[config.mk]
export PLATFORM = sky130hd
export DESIGN_NAME = matrix_loader_flat
export DESIGN_NICKNAME = d
export VERILOG_FILES = /design/src/rtl/matrix_loader_pkg.sv /design/src/rtl/matrix_loader_if.sv /design/src/rtl/matrix_loader.sv /design/src/flat_wrapper.sv
export SDC_FILE = /design/constraint.sdc
export NUM_CORES = 1
export LEC_CHECK = 0
export ABC_CLOCK_PERIOD_IN_PS = 6600
export CAP_MARGIN = 20
export CORE_MARGIN = 4
export CORE_UTILIZATION = 30
export CTS_CLUSTER_SIZE = 40
export DETAILED_ROUTE_END_ITERATION = 12
export PLACE_DENSITY = 0.61
export SLEW_MARGIN = 25
export SYNTH_ARGS = -nofsm -noshare
export SYNTH_HDL_FRONTEND = slang
export SYNTH_SLANG_ARGS = --single-unit
[constraint.sdc]
create_clock -name CLK -period 6.6 [get_ports CLK]
set_input_delay 1.32 -clock CLK [delete_from_list [all_inputs] [get_ports CLK]]
set_output_delay 1.32 -clock CLK [all_outputs]
set_load 0.02 [all_outputs]
[src/rtl/matrix_loader_pkg.sv]
// -----------------------------------------------------------------------------
// matrix_pkg
// Shared definitions for the matrix loader and its stream interface:
//   ELEM_W / DIM / MAT_W   element width, matrix dimension, assembled width
//   NUM_ELEM / IDX_W       element count and width of an element index
//   MEM_LATCH / MEM_LOAD   encodings of the matrix memory's memory_state input
//   loader_state_t         loader FSM states
//   map_pos()              stream index -> storage position
// Optional build macro: MATRIX_LOADER_TRANSPOSE_EN selects transposed storage
// in map_pos(); without it storage is row-major (identity mapping).
// -----------------------------------------------------------------------------
package matrix_pkg;

  localparam int ELEM_W   = 16;
  localparam int DIM      = 4;
  localparam int MAT_W    = ELEM_W * DIM * DIM;
  localparam int NUM_ELEM = DIM * DIM;
  localparam int IDX_W    = $clog2(NUM_ELEM);

  localparam logic MEM_LATCH = 1'b0;
  localparam logic MEM_LOAD  = 1'b1;

  typedef enum logic [1:0] {
    IDLE   = 2'd0,
    FILL   = 2'd1,
    COMMIT = 2'd2
  } loader_state_t;

  // Storage position of row-major stream element idx.
  function automatic logic [IDX_W-1:0] map_pos(input logic [IDX_W-1:0] idx);
`ifdef MATRIX_LOADER_TRANSPOSE_EN
    // Row r, column c of the stream lands at row c, column r of storage.
    map_pos = IDX_W'((int'(idx) % DIM) * DIM + (int'(idx) / DIM));
`else
    map_pos = idx;
`endif
  endfunction

endpackage

[src/rtl/matrix_loader_if.sv]
// -----------------------------------------------------------------------------
// matrix_loader_if
// Valid/ready element stream into the matrix loader.
//   in_valid  producer -> loader  in_data holds a valid element
//   in_data   producer -> loader  element value (row-major, element 0 first)
//   in_ready  loader -> producer  loader accepts an element this cycle
// Modports: master = element producer, slave = matrix loader.
// -----------------------------------------------------------------------------
interface matrix_loader_if;
  import matrix_pkg::*;

  logic              in_valid;
  logic [ELEM_W-1:0] in_data;
  logic              in_ready;

  modport master (
    output in_valid,
    output in_data,
    input  in_ready
  );

  modport slave (
    input  in_valid,
    input  in_data,
    output in_ready
  );

endinterface

[src/rtl/matrix_loader.sv]
// -----------------------------------------------------------------------------
// matrix_loader
// Assembles a DIM x DIM matrix of ELEM_W-bit elements from a valid/ready
// stream and issues a single-cycle load to the downstream matrix storage
// register once the last element has arrived.
// Ports:
//   CLK           clock, rising edge
//   reset         synchronous, active-high reset
//   start         begin a new fill (honoured only in IDLE)
//   abort         abandon the current fill (FILL only); no load issued
//   s_if          element stream (slave side: in_valid, in_data, in_ready)
//   Min           assembled matrix, to the memory Min input
//   memory_state  MEM_LATCH / MEM_LOAD, to the memory memory_state input
//   busy          high in FILL and COMMIT
//   done          one-cycle pulse after a commit
//   elem_idx      index of the next element to be accepted
// Optional build macro: MATRIX_LOADER_TRANSPOSE_EN (transposed storage,
// handled by matrix_pkg::map_pos; timing is identical in both builds).
// All outputs are registered.
// -----------------------------------------------------------------------------
module matrix_loader
  import matrix_pkg::*;
(
  input  logic             CLK,
  input  logic             reset,
  input  logic             start,
  input  logic             abort,
  matrix_loader_if.slave   s_if,
  output logic [MAT_W-1:0] Min,
  output logic             memory_state,
  output logic             busy,
  output logic             done,
  output logic [IDX_W-1:0] elem_idx
);

  loader_state_t    r_state;
  logic [MAT_W-1:0] r_min;
  logic [IDX_W-1:0] r_elem_idx;
  logic             r_in_ready;
  logic             r_mem_state;
  logic             r_busy;
  logic             r_done;

  logic [IDX_W-1:0] w_pos;
  logic             w_xfer;

  assign w_pos  = map_pos(r_elem_idx);
  assign w_xfer = s_if.in_valid && r_in_ready;

  always_ff @(posedge CLK) begin
    if (reset) begin
      r_state     <= IDLE;
      r_min       <= '0;
      r_elem_idx  <= '0;
      r_in_ready  <= 1'b0;
      r_mem_state <= MEM_LATCH;
      r_busy      <= 1'b0;
      r_done      <= 1'b0;
    end else begin
      r_done <= 1'b0;
      case (r_state)
        IDLE: begin
          r_mem_state <= MEM_LATCH;
          // Min is left untouched: each element slot is overwritten on arrival.
          if (start) begin
            r_state    <= FILL;
            r_elem_idx <= '0;
            r_in_ready <= 1'b1;
            r_busy     <= 1'b1;
          end
        end

        FILL: begin
          // abort takes priority over a simultaneous transfer.
          if (abort) begin
            r_state    <= IDLE;
            r_elem_idx <= '0;
            r_in_ready <= 1'b0;
            r_busy     <= 1'b0;
          end else if (w_xfer) begin
            r_min[ELEM_W*int'(w_pos) +: ELEM_W] <= s_if.in_data;
            if (r_elem_idx == IDX_W'(NUM_ELEM - 1)) begin
              r_state     <= COMMIT;
              r_elem_idx  <= '0;
              r_in_ready  <= 1'b0;
              r_mem_state <= MEM_LOAD;
            end else begin
              r_elem_idx <= r_elem_idx + 1'b1;
            end
          end
        end

        COMMIT: begin
          // Load is held exactly one cycle; abort and start are ignored here.
          r_state     <= IDLE;
          r_mem_state <= MEM_LATCH;
          r_busy      <= 1'b0;
          r_done      <= 1'b1;
        end

        default: begin
          r_state     <= IDLE;
          r_in_ready  <= 1'b0;
          r_mem_state <= MEM_LATCH;
          r_busy      <= 1'b0;
        end
      endcase
    end
  end

  assign s_if.in_ready = r_in_ready;
  assign Min           = r_min;
  assign memory_state  = r_mem_state;
  assign busy          = r_busy;
  assign done          = r_done;
  assign elem_idx      = r_elem_idx;

endmodule

[src/flat_wrapper.sv]
// flat-port wrapper written by rule: the top's interface ports become plain ports
module matrix_loader_flat import matrix_pkg::*;
  (CLK, reset, start, abort, Min, memory_state, busy, done, elem_idx, s_if_in_valid, s_if_in_data, s_if_in_ready);
  matrix_loader_if s_if_i ();
  input  logic CLK;
  input  logic reset;
  input  logic start;
  input  logic abort;
  output logic [MAT_W-1:0] Min;
  output logic memory_state;
  output logic busy;
  output logic done;
  output logic [IDX_W-1:0] elem_idx;
  input wire logic [$bits(s_if_i.in_valid)-1:0] s_if_in_valid;
  input wire logic [$bits(s_if_i.in_data)-1:0] s_if_in_data;
  output wire logic [$bits(s_if_i.in_ready)-1:0] s_if_in_ready;
  assign s_if_i.in_valid = s_if_in_valid;
  assign s_if_i.in_data = s_if_in_data;
  assign s_if_in_ready = s_if_i.in_ready;
  matrix_loader u_core (.CLK(CLK), .reset(reset), .start(start), .abort(abort), .s_if(s_if_i), .Min(Min), .memory_state(memory_state), .busy(busy), .done(done), .elem_idx(elem_idx));
endmodule
======== After elaboration in Yosys (flattened, before gate mapping) ========
Cells that the tools add are included.
cells by class
  add/sub/neg operators ................... 2
  equal/unequal tests ..................... 7
  shifts and indexed selects .............. 2
  muxes and demuxes ....................... 19
  bitwise logic cells ..................... 3
  reduce and logical (&&, ||, !) cells .... 10
operators by type and width
  kind                                                                        count
  256-bit bitwise mux                                                         1
  16-bit by 33-bit variable shift with 256-bit output (first input constant)  1
  16-bit by 33-bit variable part select with 256-bit output                   1
  8-bit negation with 33-bit output                                           1
  4-bit 2-to-1 mux                                                            4
  3-bit AND reduction                                                         4
  2-bit 2-to-1 mux                                                            4
  4-bit case mux with 2 select lines                                          1
  1-bit 2-to-1 mux                                                            6
  3-bit by 2-bit inequality test with 1-bit output (second input constant)    2
  4-bit by 1-bit adder with 4-bit output (second input constant)              1
  4-bit == test (second input constant)                                       1
  2-bit inequality test (second input constant)                               2
  2-bit case mux with 2 select lines                                          1
  4-bit AND reduction                                                         1
  1-bit NOT                                                                   3
  1-bit case mux with 3 select lines                                          1
  2-bit by 1-bit == test with 1-bit output (second input constant)            1
  2-bit == test (second input constant)                                       1
  2-bit zero test                                                             1
  1-bit case mux with 2 select lines                                          1
  2-bit AND reduction                                                         1
  2-bit nonzero test                                                          1
  2-bit OR reduction                                                          1
  1-bit logical AND                                                           1
word-level totals
  bits in registers ....................... 266
  input port bits ......................... 21
  output and inout port bits .............. 264
  logic and storage cells ................. 50

======== Depth between registers and ports, before layout ========
  depth in word-level cells ............... 5
  mapped depth ............................ 11
  depth with buffers taken out ............ 6

======== Worst setup path after synthesis ========
No wires, ideal clock.
  path type ............................... input-to-reg
  from .................................... in abort
  to ...................................... reg u_core.r_min[230], in the netlist u_core.Min[230]
  library setup time ...................... 0.122 ns
  arrival ................................. 2.787 ns
  data required time ...................... 6.478 ns
  path slack .............................. 3.692 ns
  stages .................................. 6
  buffers on the path ..................... 2
  cell sequence ........................... or3b_1 buf_4 nor4_4 and2_1 buf_4 o21ai_0
between the ends
  longest elaborated chain between the ends .. 2
RTL lines
  element                               RTL line             text
  start: declaration                    flat_wrapper.sv:8    input logic abort;
  1-bit NOT (no source line)            n/a
  3-bit AND reduction (no source line)  n/a
  end signal: indexed assignment        matrix_loader.sv:81  r_min[ELEM_W*int'(w_pos) +: ELEM_W] <= s_if.in_data;
  end: declaration                      matrix_loader.sv:37  logic [MAT_W-1:0] r_min;
No other way between the ends.
A chain may end at the register's enable or synchronous reset.

======== Worst setup path after layout ========
  from .................................... reg u_core.r_elem_idx[2], in the netlist u_core.elem_idx[2]
  to ...................................... reg u_core.r_min[14], in the netlist u_core.Min[14]
between the ends
  longest elaborated chain between the ends .. 3
  elaborated cells on any way between the ends .. 4
RTL lines
  element                                                                                                                           RTL line             text
  start: declaration                                                                                                                matrix_loader.sv:38  logic [IDX_W-1:0] r_elem_idx;
  start signal: assignment                                                                                                          matrix_loader.sv:88  r_elem_idx <= r_elem_idx + 1'b1;
  8-bit negation with 33-bit output (*)                                                                                             matrix_loader.sv:81
  16-bit by 33-bit variable part select with 256-bit output or 16-bit by 33-bit variable shift with 256-bit output (tied branches)  matrix_loader.sv:81
  256-bit bitwise mux (*)                                                                                                           matrix_loader.sv:81
Every way passes the cells marked *; elsewhere a longest branch is shown, timed or not.

==> results.py <==
metrics = {
    "clock_tree": {
        "cts-buffers-inserted": 31,
        "cts_hold_repair.buffers": 0,
        "cts_max_path_buffers": 3,
        "cts_setup_buffers": 0,
        "clock_insertion_delay_worst_skew_ps": 560,
        "cts.reportedPaths.clkPinSlew_ps": 60,
        "htreeDepth": 1,
        "clock_sinks": 266,
        "cts-resized-gates": 0,
        "clock_tree_from_tritoncts": "built",
        "ctsRootBufferMaster": "sky130_fd_sc_hd__clkbuf_16",
    },
    "detailed_routing": {
        "via_per_inst": 5.01,
        "remaining_drc_errors": 0,
        "detail_route.iter0.violations": 744,
        "drt.antenna.violating_nets": 0,
        "route.detailed.wl_per_inst_um": 21.4,
        "firstDrtPassIters": 5,
        "count_of_vias_placed_by_the_detailed_router": 9358,
        "drt-total-wl_um": 40000,
    },
    "global_route": {
        "globalRouteOverflowTotal": 0,
        "wire_length_of_the_first_global_routing_pass_um": 60000,
        "number_of_global_route_vias_before_repair": 9303,
        "grt_antenna_before_repair": 0,
        "grtUsageTotal": 0.189,
        "grt_max_degree": 190,
    },
    "floorplanning": {
        "floorplan.die_area_um2": 40300,
        "boundaryPins": 285,
        "floorplan_die_height_um": 201,
        "fp.coreArea_um2": 36600,
        "core.rowCount": 70,
        "die-width_um": 201,
        "initial_standard_cell_utilization_of_the_core": 0.304,
    },
    "synthesis": {
        "postSynthCellCount": 1160,
        "synth_fp_nets": 1184,
        "synth.top_cell.area_share": 0.478,
        "synth.top_cells.by_area": "sky130_fd_sc_hd__dfxtp_1 48%, sky130_fd_sc_hd__mux2i_1 13%, sky130_fd_sc_hd__nand2b_1 12%",
        "most_numerous_cell_types_in_the_synthesized_netlist": "266 x sky130_fd_sc_hd__dfxtp_1, 211 x sky130_fd_sc_hd__nand2b_1, 144 x sky130_fd_sc_hd__mux2i_1",
        "synth.yosys.seq_area_share": 0.478,
        "number_of_synthesized_flops_with_an_enable_pin": 0,
        "synth-warning-count": 0,
        "synth.ff_latch_count": 266,
        "main_combinational_cell_family_by_area_after_synthesis": "simple AND/OR/NAND/NOR gates",
        "postSynthAreaPerCell_um2": 9.60,
        "synth.cell_area_um2": 11100,
        "yosys.area.top_type": "sky130_fd_sc_hd__dfxtp_1",
        "post_synth_fa_ha_maj_area_fraction": 0.00337,
        "synthMuxAreaShare": 0.130,
        "synth_xor_area_frac": 0.00292,
        "synth.lib_cells_used.distinct": 56,
        "ys.flop_type": "sky130_fd_sc_hd__dfxtp_1",
        "dominant_cell_by_count_in_the_synthesized_netlist": "sky130_fd_sc_hd__dfxtp_1",
        "synth-compound-area-share": 0.0840,
        "synthSimpleGateAreaFrac": 0.256,
        "synthArstFlopShare": 0,
    },
    "setup_path": {
        "critical-path-top-cell-by-count": "sky130_fd_sc_hd__nor3_1",
        "slowest_delay_ps": 780,
        "crit_path_start_kind": "flip-flop",
        "worstPathRequired_ps": 7000,
        "ordered_list_of_cells_on_the_worst_path": "nor3_1, ha_1, nor3_1, buf_4, and4b_1, and3_1, o21ai_0",
        "cp-end-kind": "flip-flop",
        "critical_path.n_buffers_inverters": 1,
        "critPathTopFamily": "simple AND/OR/NAND/NOR gates",
        "worst-setup-path-type": "flip-flop to flip-flop",
        "worst_path_maximum_fanout": 21,
        "critical_path.slowest_cell": "sky130_fd_sc_hd__dfxtp_1",
        "arrival_ps": 4330,
    },
    "timing": {
        "setup_viol_count_final": 0,
        "setup_tns_ps": 0,
        "unrepaired_setup_endpoints_after_global_routing": "no",
        "final_hold_viol_count": 0,
        "upper_clock_frequency_limit_ghz": 0.255,
        "worst_slew_margin_rel": 0.323,
        "fin_crit_ps": 3920,
        "maxSlewViolCount": 0,
        "worst-slew-pin-transition_ps": 1010,
        "finalCritPeriodShare": 0.594,
        "fin_worst_skew_ps": 8.54,
        "postLayoutSetupSlackWorst_ps": 2680,
    },
    "place": {
        "place_congestion": 0.864,
        "detailedPlace.worstSlack_ps": 2130,
        "dp.final_hpwl_um": 27200,
        "place.port_buffers": 284,
        "total_instance_count_after_detailed_placement": 1814,
    },
    "final_layout": {
        "antennaDiodeCount": 0,
        "ff_latch_area_um2": 5330,
        "number_of_nets_in_the_layout": 1404,
        "multi_input_comb_area_um2": 5330,
        "layout.core_utilization": 0.415,
        "final_layout_size_suffix_gt1_frac": 0.0607,
        "area_growth_syn_to_layout_pct": 36.5,
        "fillers": 3557,
        "post_layout_nonfiller_instances": 1869,
    },
    "power": {
        "total_power_mw": 3.49,
        "peakVddDrop_mv": 0.171,
        "pwr_density_cell_nw_per_um2": 230,
        "cellLeakagePower_nw": 5.66,
    },
    "min_path": {
        "min_path_type": "flip-flop to flip-flop",
    },
    "outcome": {
        "outcome": "completed",
    },
    "job": {
        "drv_cap": 0,
    },
}
[path summary, 6_finish.rpt]
check	cells past startpoint	start	to	slack, ps
max	7	u_core.elem_idx[2]	u_core.Min[14]	2680
min	2	u_core.Min[99]	u_core.Min[99]	460
max reg2reg	7	u_core.elem_idx[2]	u_core.Min[14]	2680
min reg2reg	2	u_core.Min[99]	u_core.Min[99]	460
[stage by stage]
step	cell area, um^2	hold WS, ps
floorplan	11100	530
global placement	14200	440
detailed placement	14200	445
CTS	15200	456
global route	15200	478
finish	15200	455
[layout by cell type (no fill, tap or decap), types with 16 or more instances in the layout]
cell,netlist,final
sky130_fd_sc_hd__clkdlybuf4s50_1,0,283
sky130_fd_sc_hd__dfxtp_1,266,266
sky130_fd_sc_hd__mux2i_1,144,144
sky130_fd_sc_hd__o21ai_0,79,79
sky130_fd_sc_hd__o31ai_1,16,16
sky130_fd_sc_hd__nor2b_1,21,21
sky130_fd_sc_hd__a21oi_1,54,54
sky130_fd_sc_hd__nand3_1,88,88
sky130_fd_sc_hd__clkbuf_16,0,31
sky130_fd_sc_hd__nand2_1,25,25
sky130_fd_sc_hd__nand2b_1,211,211
sky130_fd_sc_hd__nand4_1,44,44
sky130_fd_sc_hd__nand3b_1,21,21
[area by class of cell]
class	count	area share
Clock buffer	44	0.0575
Clock inverter	10	0.00864
Sequential cell	266	0.350
Inverter	4	0.000988
Timing Repair Buffer	297	0.194
Tap cell	468	0.0385
Multi-Input combinational cell	780	0.350
[per-layer routing]
metal | vias to the layer above | track usage | part of all wire
met4 | 0 | 0.0551 | 0.030
met5 | - | 0 | 0
met2 | 293 | 0.314 | 0.48
met1 | 4548 | 0.251 | 0.43
li1 | 4453 | - | -
met3 | 64 | 0.0367 | 0.060
[registers in the layout, indices dropped and copies added (netlist names)]
signal and count:
u_core.done 1, u_core.r_state 2, u_core.memory_state 1, u_core.Min 256
u_core.s_if.in_ready 1, u_core.elem_idx 4, u_core.busy 1
[tightest hold or removal path, delay by kind of cell, from the launching register on]
| kind | cells | cell delay [ps] |
|---|---|---|
| DFF | 1 | 310 |
| and+or+nand+nor | 1 | 50 |
| AOI/OAI and AO/OA | 1 | 50 |
[kinds of logic after synthesis]
group,Yosys count
adder cells (fa/ha/maj),3
flip-flops,266
AO/OA/AOI/OAI,165
multiplexers,145
AND/OR/NAND/NOR,465
buffers and inverters,114
XOR/XNOR,2
[report_power, final]
part           total, mW  internal, mW  switching, mW
combinational      0.161        0.0519          0.109
sequential          1.61          1.61        0.00450
clock               1.72          1.03          0.687
total               3.49          2.69          0.800
(Power assumes the default switching activity.)
==> RTL change, RTL diff (same settings) <==
Encoding of `loader_state_t`: now one-hot (3 bits for 3 states).
--- a/src/rtl/matrix_loader_pkg.sv
+++ b/src/rtl/matrix_loader_pkg.sv
@@ -20,10 +20,10 @@
   localparam logic MEM_LATCH = 1'b0;
   localparam logic MEM_LOAD  = 1'b1;
 
-  typedef enum logic [1:0] {
-    IDLE   = 2'd0,
-    FILL   = 2'd1,
-    COMMIT = 2'd2
+  typedef enum logic [2:0] {
+    IDLE   = 3'b001,
+    FILL   = 3'b010,
+    COMMIT = 3'b100
   } loader_state_t;
 
   // Storage position of row-major stream element idx.
Function: no difference found for any inputs over 4 cycles, from zero or initial values and one cycle with reset high; so few cycles prove little.
==> RTL change against the unedited design <==
Design area shrank 0.22%; routed wire length grew 13%; utilization grew 0.11 points; synthesized area shrank 0.75%; sequential cell count grew 1; worst setup slack gained 200 ps; global-route usage grew 2.3 points; total power is essentially flat; worst hold slack lost 5.4 ps; register-to-register slack gained 230 ps; critical path type is now in2reg; critical endpoint is now u_core.Min[153].
==> RTL change: results <==
export IMPL_outcome="completed"
export IMPL_nClkBuffers=41
export IMPL_crit_fanout=17
export IMPL_use_met1_pct=29.4
export IMPL_drt_wl_total_um=45200
export IMPL_multi_input_area_share_pct=34.2
export IMPL_hpwl_um=28800
export IMPL_max_stage_delay_ps=860
export IMPL_multi_input_gates=886
export IMPL_place_inst=1935
export IMPL_grt_total_usage_pct=21.2
export IMPL_met3_usage_pct=4.31
export IMPL_seq_share_pct=35.2
export IMPL_ir_drop_uv=176
export IMPL_wl_met1_um=19700
export IMPL_ys_seq_area_share_pct=48.4
export IMPL_r2r_end="u_core.Min[184]"
export IMPL_clockNetworkAreaShare_pct=6.80
export IMPL_drt_iter0_markers=866
export IMPL_synth_commonest_cells="267 x dfxtp_1, 169 x a21oi_1, 165 x o21ai_0, 133 x nand3_1, 125 x clkbuf_1"
export IMPL_switching_share_pct=22.2
export IMPL_post_place_ws_ps=2350
export IMPL_holdWs_ps=450
export IMPL_reg2regPathDepth=6
export IMPL_placed_area_um2=14100
export IMPL_n_all_buffers=310
export IMPL_grt_pass1_wl_um=65700
export IMPL_worstSetupEndpoint="u_core.Min[153]"
export IMPL_gp_congestion=0.792
export IMPL_reg2reg_from="u_core.elem_idx[0]"
export IMPL_p_leak_nw=4.77
export IMPL_globalRoute_busiestLayer="met2"
export IMPL_num_vias=10800
export IMPL_top_layer_used="met4"
export IMPL_hold_end="u_core.Min[87]"
export IMPL_fin_skew_ps=28.8
export IMPL_postSynthCellCount=1304
export IMPL_layout_nonclk_buf_share_pct=19.8
export IMPL_met2_usage_pct=34.3
export IMPL_ys_ff_latch=267
export IMPL_r2r_slack_ps=2910
export IMPL_drive_above_1_share_pct=7.04
export IMPL_cts_buffers=29
export IMPL_ys_warnings_count=0
export IMPL_wl_met3_um=3430
export IMPL_yosys_top_cells_area="dfxtp_1 48%, a21oi_1 7.7%, o21ai_0 7.5%"
export IMPL_area_growth_pct=37.3
export IMPL_grt_pass1_vias=10300
export IMPL_crit_slowest_cell="nand4bb_1"
export IMPL_grt_max_degree=113
export IMPL_layout_nets=1522
export IMPL_cp_arrival_ps=4200
export IMPL_yosysUniqueCellTypes=53
export IMPL_hp_start="u_core.Min[87]"
export IMPL_tightest_slew_ps=1110
export IMPL_fillers=3624
export IMPL_critPathLaunch="abort"
## RTL change: cell types whose count changed in the layout (fill, tap and decap cells not counted), moves of 45 or more
cell      delta
nand2b_1   -155
a21oi_1    +115
mux2i_1    -112
o21ai_0     +86
nand2_1     +50
nand3_1     +45
## RTL change: kinds of logic after synthesis
group / share of synthesized area, %
AO/OA/AOI/OAI: 19.8
XOR/XNOR: 0.159
multiplexers: 2.90
buffers and inverters: 5.64
AND/OR/NAND/NOR: 22.8
flip-flops: 48.4
adder cells (fa/ha/maj): 0.340
## RTL change: power groups by stage
stage | Sequential (mW) | Clock [mW] | Combinational, mW
final | 1.62 | 1.76 | 0.118
after global routing | 1.62 | 1.85 | 0.124
after CTS | 1.62 | 1.79 | 0.118
after detailed placement | 1.65 | 0 | 0.117
after global placement | 1.65 | 0 | 0.120
after floorplan | 1.65 | 0 | 0.0568
